[config.mk]
export PLATFORM = sky130hd
export DESIGN_NAME = onehot_to_binary_rx
export DESIGN_NICKNAME = d
export VERILOG_FILES = /design/src/rtl/onehot_rx_pkg.sv /design/src/rtl/onehot_decode.sv /design/src/rtl/onehot_to_binary_rx.sv
export SDC_FILE = /design/constraint.sdc
export NUM_CORES = 1
export LEC_CHECK = 0
export ABC_CLOCK_PERIOD_IN_PS = 5000
export CORE_ASPECT_RATIO = 0.9
export CORE_UTILIZATION = 24
export CTS_CLUSTER_SIZE = 30
export DETAILED_ROUTE_END_ITERATION = 7
export PLACE_DENSITY = 0.56
export SLEW_MARGIN = 10
export SYNTH_ARGS = -nofsm -noshare
export SYNTH_HDL_FRONTEND = slang
export SYNTH_SLANG_ARGS = --single-unit
[constraint.sdc]
create_clock -name clk -period 5 [get_ports clk]
set_clock_uncertainty 0.2 [all_clocks]
set_input_delay 1.25 -clock clk [delete_from_list [all_inputs] [get_ports clk]]
set_output_delay 1.25 -clock clk [all_outputs]
set_load 0.005 [all_outputs]
[src/rtl/onehot_rx_pkg.sv]
// Shared types and defaults for the one-hot receive path.
package onehot_rx_pkg;

    localparam int OH_W_DEF  = 16;
    localparam int BIN_W_DEF = $clog2(OH_W_DEF);
    localparam int CNT_W_DEF = 8;

    // Legality class of a received word.
    typedef enum logic [1:0] {
        ERR_NONE  = 2'd0,
        ERR_ZERO  = 2'd1,
        ERR_MULTI = 2'd2
    } oh_err_e;

    // One decoded word at the default width.
    typedef struct packed {
        logic [BIN_W_DEF-1:0] binary;
        oh_err_e              err;
    } rx_word_t;

    // Collapse the decoder flags into a legality class; zero wins, though
    // both flags can never be set together.
    function automatic oh_err_e classify(input logic zero, input logic multi);
        if (zero)       return ERR_ZERO;
        else if (multi) return ERR_MULTI;
        else            return ERR_NONE;
    endfunction

endpackage

[src/rtl/onehot_decode.sv]
// Combinational one-hot decoder: lowest set bit index plus legality flags.
module onehot_decode #(
    parameter int OH_W  = 16,
    parameter int BIN_W = $clog2(OH_W)
) (
    input  logic [OH_W-1:0]  onehot,
    output logic [BIN_W-1:0] index,
    output logic             is_zero,
    output logic             is_multi
);

    // Scan from the top down so the last hit is the lowest set bit.
    always_comb begin
        index = '0;
        for (int k = OH_W - 1; k >= 0; k--) begin
            if (onehot[k]) index = BIN_W'(k);
        end
    end

    // Clearing the lowest set bit leaves something only if >1 bit was set.
    assign is_zero  = ~|onehot;
    assign is_multi = |(onehot & (onehot - OH_W'(1)));

endmodule

[src/rtl/onehot_to_binary_rx.sv]
// One-hot receiver: registered decode with valid/ready on both sides and
// saturating word / error counters.
module onehot_to_binary_rx
    import onehot_rx_pkg::*;
#(
    parameter int OH_W  = OH_W_DEF,
    parameter int BIN_W = $clog2(OH_W),
    parameter int CNT_W = CNT_W_DEF
) (
    input  logic             clk,
    input  logic             reset,
    input  logic             oh_valid_i,
    output logic             oh_ready_o,
    input  logic [OH_W-1:0]  onehot_i,
    output logic             bin_valid_o,
    input  logic             bin_ready_i,
    output logic [BIN_W-1:0] binary_o,
    output logic             err_zero_o,
    output logic             err_multi_o,
    input  logic             clr_cnt_i,
    output logic [CNT_W-1:0] word_cnt_o,
    output logic [CNT_W-1:0] err_cnt_o
);

    logic [BIN_W-1:0] dec_idx;
    logic             dec_zero;
    logic             dec_multi;
    oh_err_e          dec_err;
    logic             accept;
    logic             illegal;

    logic             vld_q;
    logic [BIN_W-1:0] bin_q;
    oh_err_e          err_q;
    logic [CNT_W-1:0] word_cnt_q;
    logic [CNT_W-1:0] err_cnt_q;

    onehot_decode #(
        .OH_W  (OH_W),
        .BIN_W (BIN_W)
    ) u_decode (
        .onehot   (onehot_i),
        .index    (dec_idx),
        .is_zero  (dec_zero),
        .is_multi (dec_multi)
    );

    assign dec_err    = classify(dec_zero, dec_multi);
    assign illegal    = dec_zero | dec_multi;
    // Slot frees up when empty or being drained this cycle.
    assign oh_ready_o = !vld_q || bin_ready_i;
    assign accept     = oh_valid_i && oh_ready_o;

    // Output register: load on accept, release on drain, otherwise hold.
    always_ff @(posedge clk) begin
        if (reset) begin
            vld_q <= 1'b0;
            bin_q <= '0;
            err_q <= ERR_NONE;
        end else if (accept) begin
            vld_q <= 1'b1;
            bin_q <= dec_idx;
            err_q <= dec_err;
        end else if (bin_ready_i) begin
            vld_q <= 1'b0;
        end
    end

    // Saturating counters; a clear still credits a same-cycle accept.
    always_ff @(posedge clk) begin
        if (reset) begin
            word_cnt_q <= '0;
            err_cnt_q  <= '0;
        end else if (clr_cnt_i) begin
            word_cnt_q <= CNT_W'(accept);
            err_cnt_q  <= CNT_W'(accept && illegal);
        end else if (accept) begin
            if (word_cnt_q != '1)            word_cnt_q <= word_cnt_q + 1'b1;
            if (illegal && err_cnt_q != '1)  err_cnt_q  <= err_cnt_q + 1'b1;
        end
    end

    assign bin_valid_o = vld_q;
    assign binary_o    = bin_q;
    assign err_zero_o  = (err_q == ERR_ZERO);
    assign err_multi_o = (err_q == ERR_MULTI);
    assign word_cnt_o  = word_cnt_q;
    assign err_cnt_o   = err_cnt_q;

endmodule

==> results of run 1 <==
## area by class of cell
class	instances	area, um2
fill	607	3720
multi-input combinational	139	881
sequential	23	460
timing repair buffer	44	440
tap	70	87.6
clock buffer	3	41.3
inverter	6	22.5
clock inverter	1	5.00
## cell usage after synthesis (2+ instances only)
library cell	n	area [um2]
a211oi_1	7	52.6
a21oi_1	21	105
a21oi_2	2	17.5
and2_1	2	12.5
and3_1	4	25.0
clkbuf_1	2	7.51
dfxtp_1	23	460
ha_1	2	25.0
inv_1	6	22.5
nand2_1	13	48.8
nand3_1	6	30.0
nand4_1	3	18.8
nand4b_1	2	17.5
nor2_1	17	63.8
nor2b_1	2	12.5
nor3_1	7	35.0
nor4_1	4	25.0
nor4_2	2	25.0
o211ai_1	2	15.0
o21ai_0	5	25.0
o21ai_1	4	20.0
o31ai_1	5	37.5
or3_1	3	18.8
or3_2	4	30.0
or4_1	2	15.0
or4_2	2	17.5
xor2_1	3	26.3
## per-stage QoR
| stage | instance area, um2 | setup slack, ns | cells | utilization | hold WS [ns] |
|---|---|---|---|---|---|
| floorplan | 1410 | 1.64 | 174 | - | 0.243 |
| global placement | 1890 | 0.859 | 282 | 0.334 | 0.246 |
| detailed placement | 1890 | 0.832 | 282 | 0.334 | 0.248 |
| CTS | 1940 | 1.12 | 286 | 0.342 | 0.262 |
| global route | 1940 | 0.957 | 286 | 0.342 | 0.311 |
| finish | 1940 | 1.11 | 286 | 0.342 | 0.260 |
## power groups by stage
stage	registers, mW	logic (mW)	clock network [mW]
final	0.190	0.0619	0.117
after global routing	0.191	0.0689	0.133
after detailed placement	0.195	0.0622	0
after CTS	0.190	0.0625	0.125
after global placement	0.195	0.0621	0
after floorplan	0.194	0.0265	0
## how the worst min path moves through the flow
stage	startpoint	end	slack (ns)	cells after the start
floorplan	err_q[0]	err_q[0]	0.24	2
global placement	binary_o[1]	binary_o[1]	0.25	2
detailed placement	binary_o[1]	binary_o[1]	0.25	2
CTS	binary_o[1]	binary_o[1]	0.26	2
global route	binary_o[1]	binary_o[1]	0.31	2
finish	binary_o[1]	binary_o[1]	0.26	2
## worst max-delay path, stage by stage
cell and delay [ns]:
clkdlybuf4s50_1 0.52, or4_4 0.58, maj3_2 0.33, o311ai_2 0.23, nand3_2 0.14, nor3_4 0.51
or3_2 0.23, a21oi_2 0.04
## per-layer routing
| metal | wire, um | up-vias |
|---|---|---|
| met4 | 17 | 0 |
| met2 | 1500 | 28 |
| met3 | 192 | 4 |
| met1 | 1610 | 624 |
| li1 | - | 741 |
| met5 | 0 | - |
## registers in the layout, summed over array words and instances, names as in the netlist
register / cells
bin_valid_o: 1
err_q: 2
err_cnt_o: 8
word_cnt_o: 8
binary_o: 4
## logic make-up (layout without fill, tap and decap cells)
family	after synthesis	count (layout)	synth area share
buffers and inverters	12	54	0.0454
AO/OA/AOI/OAI	52	52	0.247
flip-flops	23	23	0.328
adder cells (fa/ha/maj)	3	3	0.0258
AND/OR/NAND/NOR	80	80	0.329
multiplexers	1	1	0.00712
XOR/XNOR	3	3	0.0187
==> run summary, run 1 <==
global-route wire length before repair: 5530 um
Post-Syn Area per Cell: 8.08 um2
# DRC: 0
pin count of the biggest net entering global routing: 17
M1 GR Usage: 0.148
root buf cell: clkbuf_8
via count: 1397
peak supply drop: 0.135 mV
startpoint type of the worst setup path: input pin
Starting Density: 0.248
Slew @ Worst Pin: 0.568 ns
Antenna Nets Post-Route: 0
Pwr Total: 0.369 mW
IO Port Bufs: 44
Routed WL: 3330 um
Post-CTS Resized: 0
nets@finish: 240
H-Tree Depth: 1
TritonCTS clock tree: built
Net Count, Synth: 197
post-synthesis cell type count: 46
relative max-transition margin: 0.620
worst setup path start: onehot_i[3]
Worst-path clk slew: 0.09 ns
PD cells: 190 mW/mm2
FF-to-FF End: err_cnt_o[5]
Sw Pwr: 0.0947 mW
post-synthesis cell count: 174
Vias/cell: 4.88
critical path class: in2reg
fmax: 257 MHz
Synth-to-Final Area Change: 37.9%
Post-CTS Setup Inserts: 0
Final Slew Violations: 0
GRT met2 Usage: 0.190
CP Max Fanout: 16
crit path DAT: 3.84 ns
Syn. warnings: 0
DPL Wire Length: 2540 um
P_leak: 0.614 nW
Post-synth EDFFs: 0
hold buffer count at cts: 0
period utilisation layout: 0.779
Tightest Hold Check Type: reg2reg
sequential-to-total area share from yosys stat: 0.328
TNS Setup: 0 ns
sequential power share: 0.516
Core ar.: 0.00566 mm2
TritonCTS Sinks: 23
Total GRT Usage: 0.115
DRT iter0 DRCs: 53
Synth Flop Type: dfxtp_1
Overflow after GRT: 0
RR Startpoint: err_cnt_o[0]
CTS Buffer Depth: 2
R2R setup slack: 2.74 ns
die width: 82.7 um
R2R depth: 6
initial antenna violation count: 0
share of cells above drive strength 1: 0.102
die area: 0.00617 mm2
CTS Buf Count: 3
status: finished clean
n_diodes: 0
Synth async-reset ratio: 0
Final setup viols: 0
P_int: 0.274 mW
CP endpoint: err_cnt_o[0]
WP data required: 4.94 ns
commonest cells after routing, fill and taps aside: 44 x clkdlybuf4s50_1, 23 x dfxtp_1, 21 x a21oi_1
Comb power frac: 0.168
Ports: 45
busiest grt layer: met2
Period minus WS final: 3.89 ns
Routed WL per cell: 11.6 um
Switching Share: 0.257
max cap viols: 0
most common cell after layout, fill and taps aside: clkdlybuf4s50_1
clk_lat worst skew: 0.27 ns
drt pass-1 iters: 4
M3 GR Usage: 0.0368
vias in the first global route: 1220
Clock Power Share: 0.317
Seq cells post-synth: 23
RSZ-0062 raised after global routing: false
gpl congestion: 0.799
FP Rows: 26
Post-Syn Area: 0.00141 mm2
Critical Path End Type: register
Die H: 74.6 um
final hold violations: 0
(Power assumes the default switching activity.)
==> run 2: changes to the inputs <==
--- a/config.mk
+++ b/config.mk
@@ -5,12 +5,12 @@
 export SDC_FILE = /design/constraint.sdc
 export NUM_CORES = 1
 export LEC_CHECK = 0
-export ABC_CLOCK_PERIOD_IN_PS = 5000
+export ABC_CLOCK_PERIOD_IN_PS = 3100
 export CORE_ASPECT_RATIO = 0.9
 export CORE_UTILIZATION = 24
 export CTS_CLUSTER_SIZE = 30
 export DETAILED_ROUTE_END_ITERATION = 7
-export PLACE_DENSITY = 0.56
+export PLACE_DENSITY = 0.58
 export SLEW_MARGIN = 10
 export SYNTH_ARGS = -nofsm -noshare
 export SYNTH_HDL_FRONTEND = slang
==> constraint.sdc (replaced) <==
create_clock -name clk -period 3.1 [get_ports clk]
set_clock_uncertainty 0.2 [all_clocks]
set_input_delay 0.775 -clock clk [delete_from_list [all_inputs] [get_ports clk]]
set_output_delay 0.775 -clock clk [all_outputs]
set_load 0.005 [all_outputs]
==> run summary, run 2 (same netlist as run 1, synthesis figures left out) <==
sequential power share: 0.498 (was 0.516)
startpoint type of the worst setup path: input pin (unchanged)
Routed WL per cell: 11.8 um (was 11.6 um)
Crit-path slowest cell: or4_4 (unchanged)
TritonCTS clock tree: built (unchanged)
P_leak: 0.869 nW (was 0.614 nW)
CTS Buffer Depth: 2 (unchanged)
share of cells above drive strength 1: 0.240 (was 0.102)
Antenna Nets Post-Route: 0 (unchanged)
clk_lat worst skew: 0.26 ns (was 0.27 ns)
Final Slew Violations: 0 (unchanged)
IO Port Bufs: 44 (unchanged)
FF-to-FF End: err_cnt_o[5] (unchanged)
Vias/cell: 4.80 (was 4.88)
PD cells: 274 mW/mm2 (was 190 mW/mm2)
Overflow after GRT: 0 (unchanged)
commonest cells after routing, fill and taps aside: 34 x clkdlybuf4s50_1, 32 x buf_4, 23 x dfxtp_1 (was 44 x clkdlybuf4s50_1, 23 x dfxtp_1, 21 x a21oi_1)
n_diodes: 0 (unchanged)
gpl congestion: 0.798 (was 0.799)
CTS Buf Count: 3 (unchanged)
TritonCTS Sinks: 23 (unchanged)
Switching Share: 0.254 (was 0.257)
vias in the first global route: 1423 (was 1220)
critical path class: in2reg (unchanged)
hold buffer count at cts: 0 (unchanged)
Final setup viols: 0 (unchanged)
peak supply drop: 0.171 mV (was 0.135 mV)
die area: 0.00617 mm2 (unchanged)
R2R depth: 6 (unchanged)
Pwr Total: 0.617 mW (was 0.369 mW)
Fill cells: 599 (was 607)
H-Tree Depth: 1 (unchanged)
fmax: 333 MHz
FP Rows: 26 (unchanged)
nets@finish: 274 (was 240)
WP data required: 3.05 ns (was 4.94 ns)
Routed WL: 3770 um (was 3330 um)
Tightest Hold Check Type: reg2reg (unchanged)
Worst Hold Path Cells: 2 (unchanged)
family with the most delay on the worst path: simple AND/OR/NAND/NOR gates (unchanged)
Total GRT Usage: 0.127 (was 0.115)
Clock Power Share: 0.298 (was 0.317)
RSZ-0062 raised after global routing: false (unchanged)
placed inst area: 0.00212 mm2 (was 0.00189 mm2)
Ports: 45 (unchanged)
Hold Path Sink: err_q[0] (was binary_o[1])
DRT iter0 DRCs: 91 (was 53)
Synth-to-Final Area Change: 60.2% (was 37.9%)
max cap viols: 0 (unchanged)
Period minus WS final: 3.00 ns
# DRC: 0 (unchanged)
critical path cell sequence: dlygate4sd2_1 -> or4_4 -> maj3_2 -> o311ai_2 -> nand3_2 -> nor3_4 -> buf_6 -> nand4b_1 -> a21oi_2 (was clkdlybuf4s50_1 -> or4_4 -> maj3_2 -> o311ai_2 -> nand3_2 -> nor3_4 -> or3_2 -> a21oi_2)
Starting Density: 0.248 (unchanged)
Core ar.: 0.00566 mm2 (unchanged)
pin count of the biggest net entering global routing: 15 (was 17)
Worst-path clk slew: 0.08 ns (was 0.09 ns)
period utilisation layout: 0.968
Die H: 74.6 um (unchanged)
RR Startpoint: err_cnt_o[0] (unchanged)
global-route wire length before repair: 6220 um (was 5530 um)
Critical Path End Type: register (unchanged)
P_int: 0.460 mW (was 0.274 mW)
most common cell after layout, fill and taps aside: clkdlybuf4s50_1 (unchanged)
relative max-transition margin: 0.755 (was 0.620)
CP Max Fanout: 6 (was 16)
drt pass-1 iters: 4 (unchanged)
final hold violations: 0 (unchanged)
DPL Wire Length: 2880 um (was 2540 um)
crit path DAT: 2.95 ns (was 3.84 ns)
die width: 82.7 um (unchanged)
via count: 1535 (was 1397)
HP Start: err_q[0] (was binary_o[1])
FF+latch area: 460 um2 (unchanged)
initial antenna violation count: 0 (unchanged)
Sw Pwr: 0.156 mW (was 0.0947 mW)
area of the multi-input gates: 910 um2 (was 881 um2)
Critical path buffers and inverters: 2 (was 1)
root buf cell: clkbuf_8 (unchanged)
status: finished clean (unchanged)
Crit path largest cell delay: 0.56 ns (was 0.58 ns)
R2R setup slack: 0.81 ns (was 2.74 ns)
Comb power frac: 0.204 (was 0.168)
Slew @ Worst Pin: 0.367 ns (was 0.568 ns)
post-route cell area: 0.00225 mm2 (was 0.00194 mm2)
[run 2: cell types whose count changed in the layout (fill, tap and decap cells not counted), sizes merged]
cell and change:
buf +34, clkdlybuf4s50 -10, dlymetal6s2s +9, dlygate4sd2 +1
[run 2: per-stage QoR]
step | hold slack, ns | util | TNS (ns) | instances | setup slack (ns)
after floorplan | 0.243 | - | 0 | 174 | 0.217
after global placement | 0.261 | 0.374 | -2.12 | 312 | -0.299
after detailed placement | 0.265 | 0.374 | -2.48 | 312 | -0.355
after CTS | 0.276 | 0.384 | -0.000257 | 316 | -0.000257
after global routing | 0.307 | 0.398 | 0 | 320 | 0.000162
final | 0.271 | 0.398 | 0 | 320 | 0.0981
[run 2: layout make-up]
| cell class | instances | share of cell area |
|---|---|---|
| clock inverter | 1 | 0.00222 |
| multi-input combinational | 139 | 0.404 |
| inverter | 6 | 0.0100 |
| timing repair buffer | 78 | 0.322 |
| sequential | 23 | 0.205 |
| clock buffer | 3 | 0.0183 |
| tap | 70 | 0.0389 |
[run 2: per-layer routing]
| metal | track usage | wire length, um |
|---|---|---|
| met5 | 0 | 0 |
| met4 | 0.0172 | 13 |
| met3 | 0.0270 | 137 |
| met2 | 0.218 | 1770 |
| met1 | 0.168 | 1850 |
[run 2: worst reg2reg max path, cell delays in order, from the launching register on]
cell     delay, ns
dfxtp_1       0.39
ha_1          0.25
and2_1        0.20
nand4_1       0.19
nand3_1       0.21
or4_2         0.64
a21oi_1       0.15
[run 2: power groups by stage]
stage                     Combinational (mW)  Sequential, mW  Clock (mW)
after floorplan                       0.0427           0.313           0
after global placement                 0.123           0.314           0
after detailed placement               0.124           0.314           0
after CTS                              0.124           0.307       0.194
after global routing                   0.138           0.308       0.206
final                                  0.126           0.307       0.184
[run 2: worst max path at each step]
stage / start / endpoint / cells after the start
global placement: onehot_i[0] / err_cnt_o[1] / 9
detailed placement: onehot_i[0] / err_cnt_o[1] / 9
CTS: onehot_i[3] / err_cnt_o[4] / 9
floorplan: onehot_i[0] / err_cnt_o[1] / 8
finish: onehot_i[0] / err_cnt_o[1] / 9
global route: onehot_i[0] / err_cnt_o[6] / 9
[run 2: repair_timing]
action,CTS,global route
pin swaps,1,7
setup endpoints to repair,8,8
resized for setup,3,14
buffers inserted,0,4
